$ cat src/rtl/pre_ex_forward_stage.sv
// Pre-execute stage: holds one decoded instruction, resolves both source operands
// against prioritised forwarding sources (waiting on pending producers) and hands off to EX.

module pre_ex_opnd_resolve #(
  parameter int WIDTH   = 32,
  parameter int REG_W   = 5,
  parameter int NUM_FWD = 3
) (
  input  logic [REG_W-1:0]                  rs,
  input  logic [WIDTH-1:0]                  rf_data,
  input  logic [NUM_FWD-1:0]                fwd_valid,
  input  logic [NUM_FWD-1:0]                fwd_pending,
  input  logic [NUM_FWD-1:0][REG_W-1:0]     fwd_reg,
  input  logic [NUM_FWD-1:0][WIDTH-1:0]     fwd_data,
  output logic                              resolved,
  output logic [WIDTH-1:0]                  value
);
  logic hit;

  // Lowest index is the youngest producer, so the first match wins.
  always_comb begin
    hit      = 1'b0;
    resolved = 1'b1;
    value    = rf_data;
    for (int i = 0; i < NUM_FWD; i++) begin
      if (!hit && fwd_valid[i] && fwd_reg[i] == rs) begin
        hit      = 1'b1;
        resolved = !fwd_pending[i];
        value    = fwd_data[i];
      end
    end
    if (rs == '0) begin
      resolved = 1'b1;
      value    = '0;
    end
  end
endmodule

module pre_ex_forward_stage #(
  parameter int WIDTH      = 32,
  parameter int REG_W      = 5,
  parameter int NUM_FWD    = 3,
  parameter int PAYLOAD_W  = 64,
  parameter int WAIT_CNT_W = 4
) (
  input  logic                        clk,
  input  logic                        rst,
  input  logic                        clkEn,
  input  logic                        flush,
  input  logic                        inValid,
  output logic                        inReady,
  input  logic [REG_W-1:0]            inRs1,
  input  logic [REG_W-1:0]            inRs2,
  input  logic [WIDTH-1:0]            inRs1Data,
  input  logic [WIDTH-1:0]            inRs2Data,
  input  logic [PAYLOAD_W-1:0]        inPayload,
  input  logic [NUM_FWD-1:0]          fwdValid,
  input  logic [NUM_FWD-1:0]          fwdPending,
  input  logic [NUM_FWD*REG_W-1:0]    fwdReg,
  input  logic [NUM_FWD*WIDTH-1:0]    fwdData,
  output logic                        outValid,
  input  logic                        outReady,
  output logic [WIDTH-1:0]            outOp1,
  output logic [WIDTH-1:0]            outOp2,
  output logic [PAYLOAD_W-1:0]        outPayload,
  output logic [WAIT_CNT_W-1:0]       outWaitCycles
);
  localparam int NOPS = 2;

  typedef enum logic [1:0] {S_EMPTY, S_WAIT, S_FULL} state_t;

  state_t                          state, state_nxt;
  logic [NOPS-1:0][REG_W-1:0]      in_rs, rs_q, res_rs;
  logic [NOPS-1:0][WIDTH-1:0]      in_rf, rf_q, res_rf, res_val, op_q;
  logic [NOPS-1:0]                 res_ok, lock_q;
  logic [NUM_FWD-1:0][REG_W-1:0]   fwd_reg;
  logic [NUM_FWD-1:0][WIDTH-1:0]   fwd_data;
  logic                            accept, xfer, all_res_wait;

  assign fwd_reg  = fwdReg;
  assign fwd_data = fwdData;
  assign in_rs    = {inRs2, inRs1};
  assign in_rf    = {inRs2Data, inRs1Data};

  assign inReady = clkEn && !flush &&
                   (state == S_EMPTY || (state == S_FULL && outReady));
  assign accept  = inValid && inReady;
  assign xfer    = outValid && outReady && clkEn;

  // Resolvers see the incoming instruction on accept, otherwise the held one.
  assign res_rs = accept ? in_rs : rs_q;
  assign res_rf = accept ? in_rf : rf_q;

  for (genvar g = 0; g < NOPS; g++) begin : g_op
    pre_ex_opnd_resolve #(
      .WIDTH   (WIDTH),
      .REG_W   (REG_W),
      .NUM_FWD (NUM_FWD)
    ) u_res (
      .rs          (res_rs[g]),
      .rf_data     (res_rf[g]),
      .fwd_valid   (fwdValid),
      .fwd_pending (fwdPending),
      .fwd_reg     (fwd_reg),
      .fwd_data    (fwd_data),
      .resolved    (res_ok[g]),
      .value       (res_val[g])
    );
  end

  assign all_res_wait = &(lock_q | res_ok);
  assign outOp1       = op_q[0];
  assign outOp2       = op_q[1];

  always_comb begin
    state_nxt = state;
    if (flush) begin
      state_nxt = S_EMPTY;
    end else if (clkEn) begin
      if (accept)
        state_nxt = (&res_ok) ? S_FULL : S_WAIT;
      else if (xfer)
        state_nxt = S_EMPTY;
      else if (state == S_WAIT && all_res_wait)
        state_nxt = S_FULL;
    end
  end

  always_ff @(posedge clk or negedge rst) begin
    if (!rst) begin
      state    <= S_EMPTY;
      outValid <= 1'b0;
    end else begin
      state    <= state_nxt;
      outValid <= (state_nxt == S_FULL);
    end
  end

  // Data path: flush only kills the state, held data stays as it was.
  always_ff @(posedge clk or negedge rst) begin
    if (!rst) begin
      rs_q          <= '0;
      rf_q          <= '0;
      lock_q        <= '0;
      op_q          <= '0;
      outPayload    <= '0;
      outWaitCycles <= '0;
    end else if (!flush && clkEn) begin
      if (accept) begin
        rs_q          <= in_rs;
        rf_q          <= in_rf;
        lock_q        <= res_ok;
        outPayload    <= inPayload;
        outWaitCycles <= '0;
        for (int k = 0; k < NOPS; k++)
          if (res_ok[k]) op_q[k] <= res_val[k];
      end else if (state == S_WAIT) begin
        for (int k = 0; k < NOPS; k++) begin
          if (!lock_q[k] && res_ok[k]) begin
            lock_q[k] <= 1'b1;
            op_q[k]   <= res_val[k];
          end
        end
        if (outWaitCycles != '1)
          outWaitCycles <= outWaitCycles + WAIT_CNT_W'(1);
      end
    end
  end
endmodule

$ cat config.mk
export PLATFORM = sky130hd
export DESIGN_NAME = pre_ex_forward_stage
export DESIGN_NICKNAME = d
export VERILOG_FILES = /design/src/rtl/pre_ex_forward_stage.sv
export SDC_FILE = /design/constraint.sdc
export NUM_CORES = 1
export LEC_CHECK = 0
export ABC_AREA = 0
export CAP_MARGIN = 10
export CORE_ASPECT_RATIO = 1.25
export CORE_MARGIN = 3
export CORE_UTILIZATION = 40
export DETAILED_ROUTE_END_ITERATION = 6
export PLACE_DENSITY = 0.8
export SYNTH_ARGS = -nofsm -noshare
export SYNTH_HDL_FRONTEND = slang
export SYNTH_SLANG_ARGS = --single-unit
$ cat constraint.sdc
create_clock -name clk -period 4.2 [get_ports clk]
set_input_delay 0.84 -clock clk [delete_from_list [all_inputs] [get_ports clk]]
set_output_delay 0.84 -clock clk [all_outputs]
set_load 0.03 [all_outputs]
Yosys cells after proc, flatten, opt, wreduce, memory -nomap -nowiden:

Cells that the tools add are included.

* register bits after elaboration: 211
* latch bits: 0
* bits in writable memories: 0
* bits in read-only memories: 0
* input bits: 261
* word-level logic and storage cells: 112
* memories: 0

* $add $sub $neg: 1
* $mul: 0
* divide/modulo/power cells: 0
* magnitude comparators: 0
* eq/ne operators: 12
* shift operators: 0
* multiplexer cells: 41
* bitwise gates (word level): 1
* reduce and logical (&&, ||, !) cells: 45

Operator list (count)
* 32-bit two-way mux: 12
* 64-bit two-way mux: 3
* 5-bit == test: 6
* 1-bit logical AND: 19
* 2-bit two-way mux: 8
* 1-bit two-way mux: 14
* 4-bit two-way mux: 3
* 1-bit logical NOT: 10
* 5-bit logical NOT: 2
* 10-bit two-way mux: 1
* 3-bit AND reduction: 3
* 4-bit AND reduction: 2
* 2-bit nonzero test: 4
* 2-bit AND reduction: 3
* 4-bit by 1-bit adder with 4-bit output, second input constant: 1
* 2-bit == test, second input constant: 2
* 2-bit by 1-bit inequality test with 1-bit output, second input constant: 2
* 4-bit inequality test, second input constant: 1
* 2-bit by 1-bit == test with 1-bit output, second input constant: 1
* 2-bit logical NOT: 1
* 2-bit bitwise OR: 1
* 1-bit logical OR: 1

Depth between registers and ports, before layout:

Gate-level depths: netlist of run 1.

* depth in word-level cells: 27
* gate-level depth with buffers: 14
* depth with buffers taken out: 9

By module:

From an unflattened synthesis of run 1, not the netlist that was laid out.

* cell total of the unflattened synthesis: 1213
* area total of the unflattened synthesis: 11456.0 µm²

Modules (own cells, without submodules)
* pre_ex_forward_stage: times used 1, cells an instance 845, area an instance 8573.2 µm², seq. area each 5280.1 µm²
* pre_ex_opnd_resolve: times used 2, cells an instance 184, area an instance 1441.4 µm², seq. area each 0.0 µm²

Worst setup path before layout of run 1:

OpenSTA, ideal clock, no wires.

* kind: input-to-reg
* start point: input port flush
* end point: register op_q, in the netlist outOp1[10]
* arrival: 3329 ps
* slack: 807 ps
* cell stages on the path: 10
* path buffers: 2
* cells stage by stage: nand4bb_4 nor2_4 mux2_4 xor2_1 or4_4 buf_6 buf_2 mux2i_1 a2111oi_0 a21o_1

* cells in the longest elaborated chain, start to end: 20

Ends and longest elaborated chain
* from (decl): RTL line 49 `input logic flush,`
* 1-bit logical NOT *: RTL line 85, 148
* 1-bit logical AND *: RTL line 85, 148
* 1-bit logical AND: RTL line 85 `assign inReady = clkEn && !flush &&`
* 1-bit logical AND: RTL line 87 `assign accept = inValid && inReady;`
* 10-bit two-way mux
* 5-bit == test: RTL line 26 `if (!hit && fwd_valid[i] && fwd_reg[i] == rs) begin`
* 1-bit logical AND: RTL line 26
* 1-bit two-way mux: RTL line 26
* (+3 left out)
* 1-bit two-way mux: RTL line 26
* 1-bit logical NOT: RTL line 26
* 1-bit logical AND (2 in series): RTL line 26
* 32-bit two-way mux / 1-bit two-way mux (equally long branches): RTL line 26
* 32-bit two-way mux / 1-bit two-way mux (equally long branches): RTL line 32 `if (rs == '0) begin`
* 32-bit two-way mux / 1-bit logical AND (equally long branches): RTL line 159 `if (!lock_q[k] && res_ok[k]) begin`
* 64-bit two-way mux / 2-bit nonzero test (equally long branches)
* 64-bit two-way mux / 4-bit AND reduction (equally long branches)
* to (signal, indexed assignment): RTL line 156 `if (res_ok[k]) op_q[k] <= res_val[k];`
* to (signal, indexed assignment): RTL line 161 `op_q[k] <= res_val[k];`
* to (decl): RTL line 74 `logic [NOPS-1:0][WIDTH-1:0] in_rf, rf_q, res_rf, res_val, op_q;`

Every way passes the cells marked *; elsewhere a longest branch is shown, timed or not. The select of a mux whose other input is x is not followed.
A chain may end at the register's enable or synchronous reset.

Final worst setup path of run 1:

* start point: input port clkEn
* end point: register op_q, in the netlist outOp1[11]

* cells in the longest elaborated chain, start to end: 19

Ends and longest elaborated chain
* from (decl): RTL line 48 `input logic clkEn,`
* 1-bit logical AND *: RTL line 85, 148
* 1-bit logical AND: RTL line 85
* 1-bit logical AND: RTL line 87
* 10-bit two-way mux
* 5-bit == test: RTL line 26
* 1-bit logical AND: RTL line 26
* 1-bit two-way mux: RTL line 26
* 1-bit logical NOT: RTL line 26
* 1-bit logical AND (2 in series): RTL line 26
* 1-bit two-way mux: RTL line 26
* 1-bit logical NOT: RTL line 26
* 1-bit logical AND (2 in series): RTL line 26
* 32-bit two-way mux / 1-bit two-way mux (equally long branches): RTL line 26
* 32-bit two-way mux / 1-bit two-way mux (equally long branches): RTL line 32
* 32-bit two-way mux / 1-bit logical AND (equally long branches): RTL line 159
* 64-bit two-way mux / 2-bit nonzero test (equally long branches)
* 64-bit two-way mux / 4-bit AND reduction (equally long branches)

Marks and branches as above.

==> results of run 1 <==
-- metal layers --
layer	vias to the layer above	global-route usage, %	wire (microns)
met5	-	0	11
met4	2	12.27	1987
met3	119	6.849	3504
met2	546	46.68	20010
met1	5113	31.74	15240
li1	4973	-	-
-- registers in the layout, summed over array words and instances (netlist names) --
name	count
outPayload	64
rf_q	64
outOp1	32
outOp2	32
rs_q	10
outWaitCycles	4
lock_q	2
state	2
outValid	1
-- placed cells by master, fill, tap and decap left out, types with 5 or more instances in the layout --
cell             instances
clkdlybuf4s50_1        393
o41ai_1                 12
xnor2_1                 15
o22ai_1                 21
nor2_1                  18
o31ai_1                 34
dfrtp_1                211
clkbuf_16               23
nand2b_1                 5
a2111oi_0               11
a21oi_1                 10
o211ai_1                35
nand3_1                 25
inv_1                   27
buf_12                   5
xor2_1                  15
clkbuf_8                 5
o21bai_1                13
nand2_1                486
nand4_1                  6
a2111oi_2                9
nor4_1                   5
nor3_1                   6
buf_4                   31
a21o_1                  23
mux2i_1                 55
o21ai_0                 53
-- worst paths after layout --
kind / start / endpoint / slack, ns / cells past startpoint
setup / recovery: clkEn / outOp1[11] / 0.38 / 10
max in group asynchronous: rst / outOp1[18] / 2.87 / 2
hold reg to reg: outPayload[3] / outPayload[3] / 0.47 / 2
hold / removal: rst / outPayload[47] / 0.37 / 1
setup reg to reg: state[0] / outOp1[11] / 0.74 / 9
min in group clk: outPayload[3] / outPayload[3] / 0.47 / 2
-- worst register-to-register path, delay by kind of cell (launching register included) --
family                    cells  cell delay, ns
AOI/OAI and AO/OA             3            0.99
xor gates and xnor gates      1            0.16
buffers and inverters         1            0.24
DFF                           1            0.46
muxes                         1            0.36
and+or+nand+nor               3            1.14
-- power groups by stage --
stage / combinational, mW / sequential (mW) / clock, mW
after floorplan: 0.823 / 3.43 / 0
after global placement: 2.78 / 2.80 / 0
after detailed placement: 2.82 / 2.82 / 0
after CTS: 2.83 / 2.79 / 2.12
after global routing: 3.01 / 2.84 / 2.22
final: 2.82 / 2.79 / 2.09
-- through the flow --
| stage | TNS [ns] | power (mW) | hold slack (ns) | util, % |
|---|---|---|---|---|
| after floorplan | 0 | 4.251 | 0.4405 | - |
| after global placement | 0 | 5.583 | 0.4520 | 57.73 |
| after detailed placement | -1.007 | 5.637 | 0.4576 | 57.73 |
| after CTS | 0 | 7.744 | 0.4286 | 60.65 |
| after global routing | 0 | 8.078 | 0.4310 | 60.66 |
| final | 0 | 7.696 | 0.3662 | 60.66 |
-- cell type report --
class,count,area share [%]
Sequential cell,211,33.04
Antenna cell,1,0.01566
Clock inverter,9,0.6812
Tap cell,340,2.662
Inverter,27,0.6342
Multi-Input combinational cell,913,32.04
Clock buffer,32,4.127
Timing Repair Buffer,430,26.80
-- kinds of logic after synthesis --
family          after synthesis
xor+xnor                     30
flops                       211
mux                          57
simple gates                570
buf+inv                     111
compound gates              255
fa+ha+maj                     1
==> results.txt, run 1 <==
Status -> finished clean
Die Ht -> 190.1 microns
Cells after DPL -> 1921
Register area -> 5280 sq um
Syn nets -> 1497
CTS Root Cell -> clkbuf_16
Post-CTS resize count -> 0
Crit. End Element -> flip-flop
Final worst path period share -> 90.86%
Final hold viol count -> 0
Synth Area in XOR/XNOR -> 2.423%
Largest family of logic cells by synthesized area -> simple AND/OR/NAND/NOR gates
Int Pwr -> 4.936 mW
Max Clk Rate -> 0.2621 GHz
Worst path slowest cell -> or4_4
GPL Wtd Cong -> 0.9473
Final setup viols -> 0
GRT Total Usage -> 27.05%
Worst Path Buf+Inv -> 2
Clk pwr share -> 27.1%
Finished Layout Cells -> 1963
Switch share -> 35.86%
Port-buffer cells -> 394
Commonest cells post-synth -> 487 x nand2_1, 211 x dfrtp_1, 55 x mux2i_1
CP required -> 4.60 ns
Ys async rst share -> 100.0%
Post-CTS setup buffers -> 0
Multi-input logic area -> 5120 sq um
CORE AREA -> 26340 sq um
CTS tree -> yes
Largest cells by area after synthesis -> dfrtp_1 49%, nand2_1 17%, mux2i_1 5.1%
Adder-Cell Fraction of Synth Area -> 0.1154%
Crit path time final -> 3.816 ns
Slew @ Worst Pin -> 1.196 ns
Place WS -> -0.1175 ns
DP HPWL -> 30040 microns
Synth top area share -> 48.69%
Most numerous cell in the Yosys netlist -> nand2_1
Ys Warns -> 0
Vias post-DR -> 10753
Clock buffers created by TritonCTS -> 23
Post-synthesis register bit count -> 211
Congestion Overflow GR -> 0
First-pass GRT wire length -> 62760 microns
CTS Sinks -> 211
Pin count of the biggest net entering global routing -> 113
Crit path kind -> in -> reg
Final slew viol count -> 0
PwrDens -> 481.6 nW/um^2
Yosys cell types -> 68
Syn avg cell area -> 8.781 sq um
Area delta synth->final -> 47.35%
Share of cells above drive strength 1 -> 6.412%
Seq pwr share -> 36.2%
DR vias/cell -> 5.478
Die footprint -> 29130 sq um
Detailed router's first-iteration violation count -> 543
Worst skew pair latency -> 0.52 ns
Comb pwr share -> 36.6%
Max-Cap Viols -> 0
Starting Density -> 41.17%
Setup WS post-layout -> 0.3840 ns
Crit-path max FO -> 19
Setup Skew -> 0.01170 ns
Vias in the first global route -> 11239
Max IR drop VDD -> 0.3514 mV
CTS Hold Bufs -> 0
Cells after synthesis -> 1235
Simple-gate portion of the synthesized area -> 21.32%
Min-delay worst type -> in -> async
P_sw -> 2.760 mW
Number of synthesized flops with an enable pin -> 0
Sequential fraction of the synthesis area -> 48.69%
Routed len/inst -> 20.76 microns
Post-synthesis mux area share -> 5.423%
Clock Pin Slew Worst Setup and Hold Paths -> 0.06 ns
Fill cells -> 2263
Clk buf depth -> 3
Startpoint Class -> primary input
Leak Pwr -> 7.525 nW
Placed instance area -> 15210 sq um
Compound-Gate Fraction of Synth Area -> 17.47%
Post-DRT Antenna Nets -> 0
IO Pins -> 395
Unrepaired setup endpoints after global routing -> no
Initial antenna violation count -> 2
Primary FF master, synth -> dfrtp_1
Crit path DAT -> 4.22 ns
Routed Wire Length -> 40750 microns
Synth area leader -> dfrtp_1
Mapped cell area -> 10840 sq um
Total Nets Final -> 1868
Drt first pass iters -> 5
Residual DRC count -> 0
Critical-path cell list -> clkdlybuf4s50_1, nand4bb_4, nor2_4, mux2_4, xor2_1, or4_4, buf_4, o21ai_2, a2111oi_0, a21o_1
Slew headroom -> 20.24%
Die width -> 153.3 microns
Design area -> 15980 sq um
CP top delay family -> simple AND/OR/NAND/NOR gates
Row count -> 66
Critical path's largest stage delay -> 0.59 ns
H-tree depth -> 1
(Power assumes the default switching activity.)
==> run 2: changes to the inputs <==
CELL_PAD_IN_SITES_DETAIL_PLACEMENT = 0   (was not set)
CELL_PAD_IN_SITES_GLOBAL_PLACEMENT = 1   (was not set)
CORE_UTILIZATION = 33   (was 40)
CTS_CLUSTER_DIAMETER = 60   (was not set)
GPL_ROUTABILITY_DRIVEN = 0   (was not set)
PLACE_DENSITY = 0.88   (was 0.8)
==> results.txt, run 2 (same netlist as run 1, synthesis figures left out) <==
Final setup viols -> 0 (unchanged)
CP top delay family -> simple AND/OR/NAND/NOR gates
Row count -> 73 (+11%)
Max-Cap Viols -> 0 (unchanged)
IO Pins -> 395 (unchanged)
Final slew viol count -> 0 (unchanged)
Slew @ Worst Pin -> 0.8834 ns (-0.3131 ns)
Startpoint Class -> primary input
Worst skew pair latency -> 0.54 ns (+0.02 ns)
Total negative setup slack -> 0 ns (unchanged)
Commonest non-fill, non-tap cell in the layout -> nand2_1
CTS tree -> yes
Routed Wire Length -> 41390 microns (+1.6%)
Die Ht -> 208.7 microns (+9.8%)
Initial antenna violation count -> 7 (+5)
Routed len/inst -> 20.21 microns (-2.6%)
DP HPWL -> 29780 microns (-0.85%)
Post-CTS resize count -> 0 (unchanged)
Vias in the first global route -> 10911 (-2.9%)
Max Clk Rate -> 0.2754 GHz (+5.1%)
Worst Path Buf+Inv -> 2 (unchanged)
Failing checks -> design-rule violations
Die width -> 168.1 microns (+9.7%)
Max IR drop VDD -> 0.3767 mV (+7.2%)
Crit path DAT -> 4.11 ns (-0.11 ns)
Crit-path max FO -> 30 (+11)
CTS Hold Bufs -> 0 (unchanged)
Worst path slowest cell -> clkdlybuf4s50_1
Slew headroom -> 41.11% (+21 points)
First-pass GRT wire length -> 63420 microns (+1.0%)
CTS Root Cell -> clkbuf_16
Critical path's largest stage delay -> 0.59 ns (about the same)
DR vias/cell -> 5.209 (-4.9%)
CTS Sinks -> 211 (unchanged)
Design area -> 16300 sq um (+2.0%)
Crit path time final -> 3.631 ns (-0.1855 ns)
Total Nets Final -> 1871 (+0.16%)
Clock buffers created by TritonCTS -> 27 (+17%)
Clk buf depth -> 3 (unchanged)
Most frequent cells in the layout -> 486 x nand2_1, 393 x clkdlybuf4s50_1, 211 x dfrtp_1, 55 x mux2i_1, 53 x o21ai_0
Status -> complete, but fails checks
Vias post-DR -> 10669 (-0.78%)
Port-buffer cells -> 394 (unchanged)
Die footprint -> 35090 sq um (+20%)
Min-delay worst type -> in -> async
Post-CTS setup buffers -> 0 (unchanged)
CP required -> 4.68 ns (+0.08 ns)
Hold Worst Slack -> 0.2666 ns (-0.09959 ns)
Crit. End Element -> flip-flop
Share of cells above drive strength 1 -> 6.871% (+0.46 points)
Detailed router's first-iteration violation count -> 872 (+61%)
Clock Pin Slew Worst Setup and Hold Paths -> 0.06 ns (about the same)
Top Registers -> outPayload (64), rf_q (64)
Placed instance area -> 15330 sq um (+0.79%)
GRT Total Usage -> 22.72% (-4.3 points)
Pin count of the biggest net entering global routing -> 100 (-12%)
Final worst path period share -> 86.44% (-4.4 points)
PwrDens -> 495.3 nW/um^2 (+2.8%)
Final hold viol count -> 0 (unchanged)
Starting Density -> 33.73% (-7.4 points)
Post-DRT Antenna Nets -> 0 (unchanged)
H-tree depth -> 1 (unchanged)
Crit path depth -> 11 (+1)
Congestion Overflow GR -> 0 (unchanged)
Residual DRC count -> 1 (+1)
Critical-path cell list -> clkdlybuf4s50_1, and4bb_1, nand2_4, nor3_1, o21ai_0, or4_4, nor2_2, o31ai_4, buf_12, a2111oi_0, a21o_1
Worst reg2reg path depth -> 10 (+1)
Crit path kind -> in -> reg
Setup Skew -> 0.008002 ns (-0.003695 ns)
Drt first pass iters -> 7 (+2)
Area delta synth->final -> 50.31%
Post-route core utilization -> 50.70% (-10 points)
Leak Pwr -> 7.628 nW (+1.4%)
Unrepaired setup endpoints after global routing -> no
CORE AREA -> 32150 sq um (+22%)
run 2: cell count changes in the layout (fill, tap and decap cells not counted):
cell and delta:
buf_12 +3, buf_4 -4, bufinv_16 +2, inv_8 +1, diode_2 +5, inv_6 +1, clkinvlp_4 +1, clkbuf_16 +4
run 2: metrics by stage:
stage	std cells	power, mW	setup slack, ns
finish	2048	8.073	0.5695
global route	2048	8.468	0.3624
CTS	2042	8.154	0.6444
detailed placement	1992	5.637	0.06856
global placement	1992	5.589	0.1745
floorplan	1235	4.251	0.8066
run 2: final timing paths:
check,slack [ns],endpoint,startpoint
max,0.57,outOp1[29],clkEn
min reg2reg,0.46,rf_q[29],rf_q[29]
min,0.27,outPayload[56],rst
min in group clk,0.46,rf_q[29],rf_q[29]
max reg2reg,0.93,outOp1[29],state[0]
max in group asynchronous,2.90,outPayload[44],rst
run 2: metal layers:
| metal | vias up | track usage, % | share of wire (%) |
|---|---|---|---|
| met5 | - | 0 | 0.031 |
| met2 | 508 | 38.06 | 48 |
| met3 | 124 | 5.941 | 8.7 |
| met1 | 5045 | 27.04 | 38 |
| met4 | 2 | 11.12 | 5.1 |
| li1 | 4990 | - | - |
run 2: worst reg2reg max path, cell delays in order (launching register included):
cell and delay, ns:
dfrtp_1 0.47, and4bb_1 0.51, nand2_4 0.25, nor3_1 0.24, o21ai_0 0.13, or4_4 0.50, nor2_2 0.26, o31ai_4 0.12
buf_12 0.20, a2111oi_0 0.40, a21o_1 0.13
run 2: cell type report:
type	instances	area, sq um
Timing Repair Buffer	429	4312
Multi-Input combinational cell	913	5120
Antenna cell	6	15.01
Clock buffer	36	759.5
Tap cell	412	515.5
Clock inverter	14	196.4
Fill cell	3016	15850
Inverter	27	101.3
Sequential cell	211	5280
run 2: report_power, final:
group          internal, mW  leakage, nW  switching [mW]
Clock                  1.53        0.471           0.947
Sequential             2.50         2.67           0.269
Combinational          1.21         4.49            1.61
